File: config.mk
export PLATFORM = sky130hd
export DESIGN_NAME = core_inst_queue
export DESIGN_NICKNAME = d
export VERILOG_FILES = /design/src/rtl/eei_pkg.sv /design/src/rtl/inst_queue_fifo.sv /design/src/rtl/core_inst_queue.sv
export SDC_FILE = /design/constraint.sdc
export NUM_CORES = 1
export LEC_CHECK = 0
export BUFFER_PORTS_ARGS = -buffer_cell sky130_fd_sc_hd__buf_2
export CAP_MARGIN = 20
export CORE_MARGIN = 3
export CORE_UTILIZATION = 52
export CTS_BUF_LIST = sky130_fd_sc_hd__clkbuf_2 sky130_fd_sc_hd__clkbuf_4 sky130_fd_sc_hd__clkbuf_8
export DETAILED_ROUTE_END_ITERATION = 16
export PLACE_DENSITY = 0.77
export SLEW_MARGIN = 25
export SYNTH_ARGS = -nofsm -noshare
export SYNTH_HDL_FRONTEND = slang
export SYNTH_HIERARCHICAL = 1
export SYNTH_SLANG_ARGS = --single-unit
export TNS_END_PERCENT = 100
File: constraint.sdc
create_clock -name clk -period 6.86 [get_ports clk]
set_clock_uncertainty 0.15 [all_clocks]
set_input_delay 0.686 -clock clk [delete_from_list [all_inputs] [get_ports clk]]
set_output_delay 0.686 -clock clk [all_outputs]
set_load 0.02 [all_outputs]
File: src/rtl/eei_pkg.sv
// Shared core types: address/instruction words plus the instruction-queue
// entry record and queue state encoding.
package eei;

  typedef logic [31:0] Addr;
  typedef logic [31:0] Inst;

  typedef struct packed {
    Addr  addr;
    Inst  inst;
    logic is_rvc;
  } InstQueueEntry;

  typedef enum logic {
    RUN  = 1'b0,
    SKIP = 1'b1
  } InstQueueState;

endpackage

File: src/rtl/inst_queue_fifo.sv
// Generic power-of-two FIFO with synchronous clear and occupancy count.
// Pointers carry one extra wrap bit so full and empty are distinguishable.
module inst_queue_fifo #(
  parameter int DEPTH = 4,
  parameter int WIDTH = 8
) (
  input  logic                     clk,
  input  logic                     rst,
  input  logic                     clr,
  input  logic                     push,
  input  logic [WIDTH-1:0]         wdata,
  input  logic                     pop,
  output logic [WIDTH-1:0]         rdata,
  output logic                     empty,
  output logic                     full,
  output logic [$clog2(DEPTH):0]   count
);

  localparam int AW = $clog2(DEPTH);

  logic [WIDTH-1:0] mem_q [DEPTH];
  logic [AW:0]      wptr_q, wptr_d;
  logic [AW:0]      rptr_q, rptr_d;

  assign empty = (wptr_q == rptr_q);
  assign full  = (wptr_q[AW-1:0] == rptr_q[AW-1:0]) && (wptr_q[AW] != rptr_q[AW]);
  assign count = wptr_q - rptr_q;
  assign rdata = mem_q[rptr_q[AW-1:0]];

  always_comb begin
    wptr_d = wptr_q;
    rptr_d = rptr_q;
    if (clr) begin
      wptr_d = '0;
      rptr_d = '0;
    end else begin
      if (push && !full)  wptr_d = wptr_q + 1'b1;
      if (pop  && !empty) rptr_d = rptr_q + 1'b1;
    end
  end

  always_ff @(posedge clk or negedge rst) begin
    if (!rst) begin
      wptr_q <= '0;
      rptr_q <= '0;
    end else begin
      wptr_q <= wptr_d;
      rptr_q <= rptr_d;
    end
  end

  // NOTE: storage has no reset; entries are only visible once the pointers
  // say they were written, so resetting the array would only cost flops.
  always_ff @(posedge clk) begin
    if (push && !full && !clr) mem_q[wptr_q[AW-1:0]] <= wdata;
  end

endmodule

File: src/rtl/core_inst_queue.sv
// Instruction queue between fetch and decode. On a hazard it flushes,
// pulses a redirect to the fetcher and drops responses until the new PC.
module core_inst_queue
  import eei::*;
#(
  parameter int DEPTH       = 4,
  parameter int AFULL_LEVEL = DEPTH - 1
) (
  input  logic                      clk,
  input  logic                      rst,
  input  logic                      i_valid,
  output logic                      i_ready,
  input  Addr                       i_addr,
  input  Inst                       i_inst,
  input  logic                      i_is_rvc,
  output logic                      o_rvalid,
  input  logic                      o_rready,
  output Addr                       o_raddr,
  output Inst                       o_rdata,
  output logic                      o_is_rvc,
  input  logic                      i_is_hazard,
  input  Addr                       i_next_pc,
  output logic                      o_redirect,
  output Addr                       o_redirect_pc,
  output logic [$clog2(DEPTH+1)-1:0] o_count,
  output logic                      o_almost_full
);

  localparam int CW = $clog2(DEPTH + 1);
  localparam int EW = $bits(InstQueueEntry);

  InstQueueState state_q, state_d;
  Addr           skip_pc_q, skip_pc_d;
  logic          redirect_q, redirect_d;
  Addr           redirect_pc_q, redirect_pc_d;

  InstQueueEntry wr_entry, rd_entry;
  logic [EW-1:0] rd_bits;
  logic          fifo_empty, fifo_full;
  logic          push, pop, addr_match;

  assign wr_entry = '{addr: i_addr, inst: i_inst, is_rvc: i_is_rvc};
  assign rd_entry = InstQueueEntry'(rd_bits);

  // In SKIP the queue is always empty, so accepting unconditionally is safe.
  assign i_ready    = (state_q == SKIP) ? 1'b1 : (!fifo_full && !i_is_hazard);
  assign addr_match = (i_addr == skip_pc_q);
  assign push       = i_valid && i_ready && !i_is_hazard
                      && ((state_q == RUN) || addr_match);

  assign o_rvalid   = !fifo_empty && !i_is_hazard;
  assign pop        = o_rvalid && o_rready;

  assign o_raddr       = rd_entry.addr;
  assign o_rdata       = rd_entry.inst;
  assign o_is_rvc      = rd_entry.is_rvc;
  assign o_redirect    = redirect_q;
  assign o_redirect_pc = redirect_pc_q;
  assign o_almost_full = (o_count >= CW'(AFULL_LEVEL));

  inst_queue_fifo #(
    .DEPTH (DEPTH),
    .WIDTH (EW)
  ) u_fifo (
    .clk   (clk),
    .rst   (rst),
    .clr   (i_is_hazard),
    .push  (push),
    .wdata (wr_entry),
    .pop   (pop),
    .rdata (rd_bits),
    .empty (fifo_empty),
    .full  (fifo_full),
    .count (o_count)
  );

  // NOTE: every variable gets a default first so no path leaves it
  // unassigned, which would otherwise infer a latch.
  always_comb begin
    state_d       = state_q;
    skip_pc_d     = skip_pc_q;
    redirect_pc_d = redirect_pc_q;
    redirect_d    = i_is_hazard;
    if (i_is_hazard) begin
      state_d       = SKIP;
      skip_pc_d     = i_next_pc;
      redirect_pc_d = i_next_pc;
    end else if (state_q == SKIP && i_valid && addr_match) begin
      state_d = RUN;
    end
  end

  // NOTE: state flops use non-blocking assignments so every flop samples
  // the pre-edge values regardless of statement order.
  always_ff @(posedge clk or negedge rst) begin
    if (!rst) begin
      state_q       <= RUN;
      skip_pc_q     <= '0;
      redirect_q    <= 1'b0;
      redirect_pc_q <= '0;
    end else begin
      state_q       <= state_d;
      skip_pc_q     <= skip_pc_d;
      redirect_q    <= redirect_d;
      redirect_pc_q <= redirect_pc_d;
    end
  end

endmodule

# Yosys cells after proc, flatten, opt, wreduce, memory -nomap -nowiden

Memory sizes are Yosys's and may differ from the RTL's.
Index checks and enable logic that the tools add are counted.

Flip-flop bits (word level): 40
RAM bits: 260
Input bits: 102
Output and inout port bits: 104
Word-level logic and storage cells: 43
Memories kept: 1

Add/subtract/negate cells: 3
Order comparisons: 1
Equality and inequality tests: 4
Mux-type cells: 9
Bitwise logic cells: 1
Reduce and logical (&&, ||, !) cells: 19

Memory list:

| name         | depth | width | rd ports | clocked after Yosys merged registers in | wr ports | RTL line              | source |
|---|---|---|---|---|---|---|---|
| u_fifo.mem_q | 4     | 65    | 1        | 0                                       | 1        | inst_queue_fifo.sv:21 | `logic [WIDTH-1:0] mem_q [DEPTH];` |

Operators with widths:

| operator            | number |
|---|---|
| $eq 32x32->1        | 1 |
| $logic_and 1x1->1   | 12 |
| $mux 3              | 4 |
| $add 3x1->3 const B | 2 |
| $reduce_bool 2->1   | 3 |
| $mux 1              | 5 |
| $eq 3x3->1          | 1 |
| $ge 3x2->1 const B  | 1 |
| $logic_not 1->1     | 3 |
| $sub 3x3->3         | 1 |
| $eq 2x2->1          | 1 |
| $logic_or 1x1->1    | 1 |
| $ne 1x1->1          | 1 |
| $not 1->1           | 1 |

# Longest topological paths before layout

Gate-level depths: netlist (run 1).

Depth in word-level cells: 12
Gate-level depth with buffers: 11
Gate-level depth less buffers: 9

# By module

The synthesis (run 1) kept the hierarchy.

By module, submodules not included:

| module          | instances | cells each | area each (µm²) | seq. area each (µm²) |
|---|---|---|---|---|
| inst_queue_fifo | 1         | 403        | 9983.3          | 7957.6 |
| core_inst_queue | 1         | 121        | 1626.6          | 850.8 |

# Worst setup path before layout (run 1)

Ideal clock, no wire load.

Path kind: reg2reg
Start point: reg u_fifo.rptr_q[1]
End point: mem u_fifo/mem_q[3][0] (netlist name) (enable)
Setup time: 0.568 ns
Data arrival time: 6.717 ns
Required time: 6.142 ns
Slack: -0.575 ns
Cell stages (with the launch flop): 11
Path buffers: 2
Period minus slack after synthesis: 7.435 ns
Path through: dfrtp_1 buf_2 inv_1 ha_1 nand2_1 nor2_1 o21bai_1 and4b_1 clkbuf_1 nand2_1 nor3_1

Cells in the longest elaborated chain, start to end: 12

Ends and longest elaborated chain:

| what                            | RTL line              | source |
|---|---|---|
| start, declared                 | inst_queue_fifo.sv:23 | `logic [AW:0] rptr_q, rptr_d;` |
| start signal, assigned          | inst_queue_fifo.sv:48 | `rptr_q <= rptr_d;` |
| $eq 2x2->1                      | inst_queue_fifo.sv:26 | `assign full = (wptr_q[AW-1:0] == rptr_q[AW-1:0]) && (wptr_q[AW] != rptr_q[AW]);` |
| $logic_and 1x1->1               | inst_queue_fifo.sv:26 |  |
| via fifo_full                   | core_inst_queue.sv:39 | `logic fifo_empty, fifo_full;` |
| $logic_not 1->1                 | core_inst_queue.sv:46 | `assign i_ready = (state_q == SKIP) ? 1'b1 : (!fifo_full && !i_is_hazard);` |
| $logic_and 1x1->1               | core_inst_queue.sv:46 |  |
| $mux 1                          | core_inst_queue.sv:46 |  |
| via i_ready                     | core_inst_queue.sv:12 | `output logic i_ready,` |
| $logic_and 1x1->1 (2 in series) | core_inst_queue.sv:48 | `assign push = i_valid && i_ready && !i_is_hazard` |
| $logic_and 1x1->1               | core_inst_queue.sv:49 | `&& ((state_q == RUN) \|\| addr_match);` |
| via push                        | core_inst_queue.sv:40 | `logic push, pop, addr_match;` |
| $logic_and 1x1->1 (2 in series) | inst_queue_fifo.sv:55 | `if (push && !full && !clr) mem_q[wptr_q[AW-1:0]] <= wdata;` |
| $mux 1                          | inst_queue_fifo.sv:55 |  |
| $mux 1 (implied by the code)    | inst_queue_fifo.sv:55 |  |
| end, declared                   | inst_queue_fifo.sv:21 |  |

The timed path passes the listed nets, and every way through them passes these cells.

# Final worst setup path (run 1)

Start point: reg u_fifo.rptr_q[1]
End point: mem u_fifo/mem_q[1][46] (netlist name) (enable)

Cells in the longest elaborated chain, start to end: 12

Ends and longest elaborated chain:

| what                            | RTL line |
|---|---|
| $eq 2x2->1                      | inst_queue_fifo.sv:26 |
| $logic_and 1x1->1               | inst_queue_fifo.sv:26 |
| via fifo_full                   | core_inst_queue.sv:39 |
| $logic_not 1->1                 | core_inst_queue.sv:46 |
| $logic_and 1x1->1               | core_inst_queue.sv:46 |
| $mux 1                          | core_inst_queue.sv:46 |
| $logic_and 1x1->1 (2 in series) | core_inst_queue.sv:48 |
| $logic_and 1x1->1               | core_inst_queue.sv:49 |
| via push                        | core_inst_queue.sv:40 |
| $logic_and 1x1->1 (2 in series) | inst_queue_fifo.sv:55 |
| $mux 1                          | inst_queue_fifo.sv:55 |
| $mux 1 (implied by the code)    | inst_queue_fifo.sv:55 |

The timed path passes the listed nets, and every way through them passes these cells.

==> results of run 1 <==
per-layer routing:
layer	global-route usage	routed length, um	vias to the layer above
met1	0.2618	9042	3024
met3	0.05647	2179	44
li1	-	-	2639
met5	0	13	-
met4	0.06253	528	2
met2	0.3351	12050	289
final cells by class:
cell class / count / area [um2] / area share
Sequential cell: 300 / 8816 / 0.6339
Timing Repair Buffer: 213 / 1139 / 0.08186
Clock buffer: 63 / 773.2 / 0.05560
Clock inverter: 20 / 170.2 / 0.01223
Tap cell: 280 / 350.3 / 0.02519
Inverter: 6 / 22.52 / 0.001619
Multi-Input combinational cell: 195 / 2638 / 0.1896
stage by stage:
step | setup slack [ns] | power, uW | area [um2] | hold WS (ns)
after floorplan | 1.398 | 2520 | 11610 | 0.2404
after global placement | 2.558 | 2707 | 12880 | 0.3572
after detailed placement | 2.575 | 2720 | 12960 | 0.3591
after CTS | 2.559 | 4210 | 13910 | 0.1695
after global routing | 2.257 | 4339 | 13910 | 0.006681
final | 2.635 | 4147 | 13910 | 0.008658
state kept, by name, summed over array words and instances, names as in the netlist:
name / cells
u_fifo/rptr_q: 3
o_redirect_pc: 32
u_fifo/wptr_q: 3
u_fifo/mem_q: 260
state_q: 1
o_redirect: 1
cells by family (layout without fill, tap and decap cells):
group / after synthesis / count (layout) / synth area share
multiplexers: 98 / 98 / 0.1581
adder cells (fa/ha/maj): 8 / 8 / 0.009268
XOR/XNOR: 34 / 34 / 0.02630
flip-flops: 300 / 300 / 0.7587
AND/OR/NAND/NOR: 41 / 41 / 0.02360
AO/OA/AOI/OAI: 14 / 14 / 0.007976
buffers and inverters: 29 / 302 / 0.01606
critical path, cell delays in order, from the launching register on:
cell and delay (ns):
dfrtp_4 1.07, inv_1 0.24, ha_1 0.40, nand2_1 0.26
nor2_1 0.18, o21bai_1 0.19, and4b_1 0.42, and4bb_4 0.65
buf_12 0.32
cells in the final DEF, fill, tap and decap left out, drive strengths merged, types with 2 or more instances in the layout:
cell type,instances
a21oi,4
a31oi,3
and4bb,3
buf,213
bufinv,3
clkbuf,63
clkinv,15
clkinvlp,2
dfrtp,40
edfxtp,260
ha,7
inv,6
mux2,33
mux4,65
nand2,5
nand3,2
nand4,3
nand4b,4
nor2,4
nor3b,2
nor4,8
or4,2
xor2,33
path summary, 6_finish.rpt:
check,to,cells after the start,slack (ns)
hold / removal,o_redirect_pc[22],1,0.009
setup reg to reg,u_fifo/mem_q[1][46],8,2.63
min in group clk,u_fifo/mem_q[3][30],1,0.22
setup / recovery,u_fifo/mem_q[1][46],8,2.63
hold reg to reg,state_q,2,0.37
max in group asynchronous,u_fifo/rptr_q[1],1,6.11
power by group:
part           switching, uW  leakage [uW]  internal [uW]
registers               65.8       0.00281           2010
logic                    330       0.00165            269
clock network            632      0.000497            845
total                   1030       0.00496           3120
==> run metrics, run 1 <==
first-pass GRT wire length 37000 um; Post-CTS Resized 0; max-slew violation count 0; leakage 0.004960 uW; largest net degree at the start of global routing 69; final hold violations 0; crit start category register; Clock Sinks 300; Mean Syn Cell Area 22.16 um2; Synth top area share 0.6725; DR WL/cell 22.11 um; DRC 0; Post-synth EDFFs 260; HPWL Detailed 15660 um; Avg Vias per Cell 5.569; share of cells above drive strength 1 0.4931; First-pass DRT Iterations 4; n_diodes 0; CTS tree built; WL final 23820 um; maximum VDD drop 175.3 uV; Clock Tree Buf Depth 3; #FFs+latches synth 300; fin nets 872; I/O Pins 206; status finished clean; top post-synthesis cells by count edfxtp_1 (260), mux4_2 (65), dfrtp_1 (40), mux2_2 (33), xor2_1 (33); core area 21890 um2; chip width 155.4 um; Synth async-reset ratio 0.1333; Critical Path RT 6.92 ns; Worst Path Arrival 4.28 ns; Final Setup Violations 0; syn_nets 634; Ys Warns 6; H-tree depth 2; Std-Cell Rows 54; Tmin final 4.225 ns; initial antenna violation count 1; vias in the first global route 6537; Initial Utilization 0.5303; # Post-CTS Setup Buffers 0; Post-DRT Antenna Nets 0; Synth area leaders edfxtp_1 (67%), mux4_2 (13%), dfrtp_1 (8.6%); die area 24160 um2; min-delay worst type primary input to asynchronous set/reset pin; clock-pin transition on the worst setup and hold timing paths 0.06 ns; sequential area share after synthesis 0.7587; Placed Cells incl. Taps 994; Layout area overhead 19.80%; ys flop type edfxtp_1; global route total overflow 0; Final GP Congestion 0.7419; Layout Utilization 0.6353; Tcrit/Tclk final 0.6159; RSZ-0062 raised after global routing false; clock root buffer clkbuf_8; Rel. slew slack 0.3459; input/output buffers 205; reg2reg start u_fifo/rptr_q[1]; area leader, netlist edfxtp_1; # hold bufs at CTS 0; CP max FO 68; initial DRC count 343; fin cells 1077; crit path kind register to register; Global Route Usage Sum 0.2015; Tightest Pin Transition 0.9812 ns; type of element capturing the critical path register; via count 5998; Yosys cell types 42; P per Cell Area 298.2 nW/um2; Worst-Skew Late Latency 0.53 ns; most instantiated library cell after synthesis edfxtp_1; Setup TNS 0 ns; critical path launch point u_fifo/rptr_q[1]; Synth Instances 524; Die Y 155.4 um; CTS Buf Count 46; Max-Cap Viols 0; fmax 236.7 MHz; Cell Area, Synth 11610 um2; Filler cells 1535
Power figures use the tool's default switching activity.
==> inputs of run 2 (changes only) <==
Settings changed: ABC_AREA set to 1, CORE_UTILIZATION 52 to 58, PLACE_DENSITY 0.77 to 0.81.
Clock period 6.86 ns to 4.4 ns, I/O delays scaled along.
==> run 2 against run 1 <==
Total power rose by 36%; core utilization rose by 11 points; critical path depth rose by 3; fmax rose by 16%; cell count rose by 40%; area after synthesis rose by 7.2%; clock power rose by 47%; register-to-register slack got worse by 1.9 ns; hold slack improved by 0.034 ns; sequential share of layout area fell by 6.4 points; sequential power rose by 52%.
==> run metrics, run 2 <==
Tcrit/Tclk final 0.8257; Clock Sinks 300; leading cell types in the layout, fill and taps excluded edfxtp_1 (260), buf_2 (205), o21ai_0 (115); Post-synth EDFFs 260; chip width 152.5 um; Die Y 152.5 um; input/output buffers 205; fin nets 1311; #FFs+latches synth 300; clock-pin transition on the worst setup and hold timing paths 0.06 ns; I/O Pins 206; P per Cell Area 365.1 nW/um2; initial antenna violation count 2; Tmin final 3.633 ns; ys flop type edfxtp_1; die area 23260 um2; Clock Tree Buf Depth 3; RSZ-0062 raised after global routing false; Worst Path Arrival 3.70 ns; syn_nets 999; Layout area overhead 24.30%; via count 8281; WL final 28050 um; share of cells above drive strength 1 0.3204; type of element capturing the critical path register; top post-synthesis cells by count edfxtp_1 (260), o21ai_0 (115), nor2_1 (112), nand2_1 (78), dfrtp_1 (40); leakage 0.005839 uW; Worst-Skew Late Latency 0.56 ns; largest net degree at the start of global routing 96; First-pass DRT Iterations 5; status finished clean; global route total overflow 0; initial DRC count 521; crit start category register; most common cell after layout, fill and taps aside edfxtp_1; Rel. slew slack 0.3561; Final GP Congestion 0.8163; final hold violations 0; first-pass GRT wire length 44070 um; Yosys cell types 30; max reg flops 260; Mean Syn Cell Area 14.01 um2; Cell Area, Synth 12450 um2; Fin Hold WS 0.04282 ns; CTS Buf Count 45; Post-DRT Antenna Nets 0; crit path kind register to register; max-slew violation count 0; Tightest Pin Transition 0.9658 ns; Setup TNS 0 ns; Avg Vias per Cell 5.506; Synth area leaders edfxtp_1 (63%), dfrtp_1 (8.0%), o21ai_0 (4.6%); core area 20690 um2; min-delay worst type primary input to register; H-tree depth 2; DR WL/cell 18.65 um; Critical Path RT 4.47 ns; sequential area share after synthesis 0.7075; Max-Cap Viols 0; Filler cells 1268; clock root buffer clkbuf_8; Final Setup Violations 0; CP max FO 55; Ys Warns 6; CTS tree built; Global Route Usage Sum 0.2374; maximum VDD drop 275.4 uV; most instantiated library cell after synthesis edfxtp_1; Synth async-reset ratio 0.1333; vias in the first global route 8524; Std-Cell Rows 52; Initial Utilization 0.6018; fmax 275.2 MHz; area leader, netlist edfxtp_1; Synth top area share 0.6271; HPWL Detailed 15810 um; Synth Instances 889; DRC 0
==> run 2: cell count changes after synthesis, moves of 11 or more <==
cell	change
o21ai_0	+115
nor2_1	+108
nand2_1	+73
mux4_2	-65
nor2_4	+36
o22ai_2	+36
xor2_1	-32
o22ai_1	+29
inv_1	+27
xnor2_1	+23
o21ai_1	+19
clkbuf_1	+11
==> run 2: power breakdown <==
part / switching (uW) / internal [uW]
Sequential: 30.9 / 3120
Combinational: 163 / 160
Clock: 1010 / 1160
Total: 1200 / 4450
==> run 2: final timing paths <==
| check | from | endpoint | slack, ns | cells after the start |
|---|---|---|---|---|
| worst min register to register | o_redirect_pc[16] | o_redirect_pc[16] | 0.40 | 1 |
| max in group asynchronous | rst | u_fifo/rptr_q[0] | 2.98 | 2 |
| worst max register to register | u_fifo/rptr_q[0] | u_fifo/mem_q[1][38] | 0.77 | 11 |
| worst max-delay path | u_fifo/rptr_q[0] | u_fifo/mem_q[1][38] | 0.77 | 11 |
| worst min-delay path | i_addr[31] | u_fifo/mem_q[0][64] | 0.04 | 1 |
| min in group asynchronous | rst | o_redirect_pc[1] | 0.42 | 2 |
==> run 2: cells by family (layout without fill, tap and decap cells) <==
family,Yosys count,after routing,synth area share
AOI/OAI and AO/OA,208,208,0.1101
DFF,300,300,0.7075
muxes,23,23,0.02080
and+or+nand+nor,242,242,0.09708
adders and majority gates,8,8,0.008642
xor gates and xnor gates,24,24,0.01688
buffers and inverters,84,428,0.03899
other,0,1,0
==> run 2: routing by layer <==
layer / share of wire / track usage
met5: 0.00046 / 0
met4: 0.023 / 0.07552
met3: 0.079 / 0.06078
met2: 0.50 / 0.4024
met1: 0.40 / 0.3043
==> run 2: through the flow <==
| step | worst slack, ns | utilization | std cells | cell area (um2) | power (uW) |
|---|---|---|---|---|---|
| after floorplan | -0.1969 | - | 889 | 12460 | 3326 |
| after global placement | 0.9159 | 0.6591 | 1327 | 13640 | 3451 |
| after detailed placement | 0.7950 | 0.6591 | 1327 | 13640 | 3458 |
| after CTS | 0.7809 | 0.7479 | 1503 | 15470 | 5680 |
| after global routing | 0.5578 | 0.7480 | 1504 | 15480 | 5846 |
| final | 0.7667 | 0.7480 | 1504 | 15480 | 5650 |
==> run 2: critical path, cell delays in order (launching register included) <==
cell      delay (ns)
dfrtp_4         0.75
ha_1            0.34
nand2_1         0.08
inv_2           0.04
nand3_1         0.15
inv_1           0.06
o21bai_1        0.19
nand2_1         0.09
a21oi_2         0.20
nand3_1         0.35
nor2_4          0.47
buf_12          0.35
==> run 2: timing repair <==
item,in CTS,in global routing
hold buffers,97,0
gates resized for setup,0,0
hold endpoints to repair,327,0
buffers inserted,0,0
==> run 2: cell type report <==
class	count	area, um2	share of cell area
timing repair buffer	313	2130	0.1376
multi-input combinational	505	3187	0.2059
tap	270	337.8	0.02183
inverter	36	140.1	0.009055
clock buffer	60	744.5	0.04810
sequential	300	8813	0.5695
antenna	1	2.502	0.0001617
clock inverter	19	121.4	0.007842
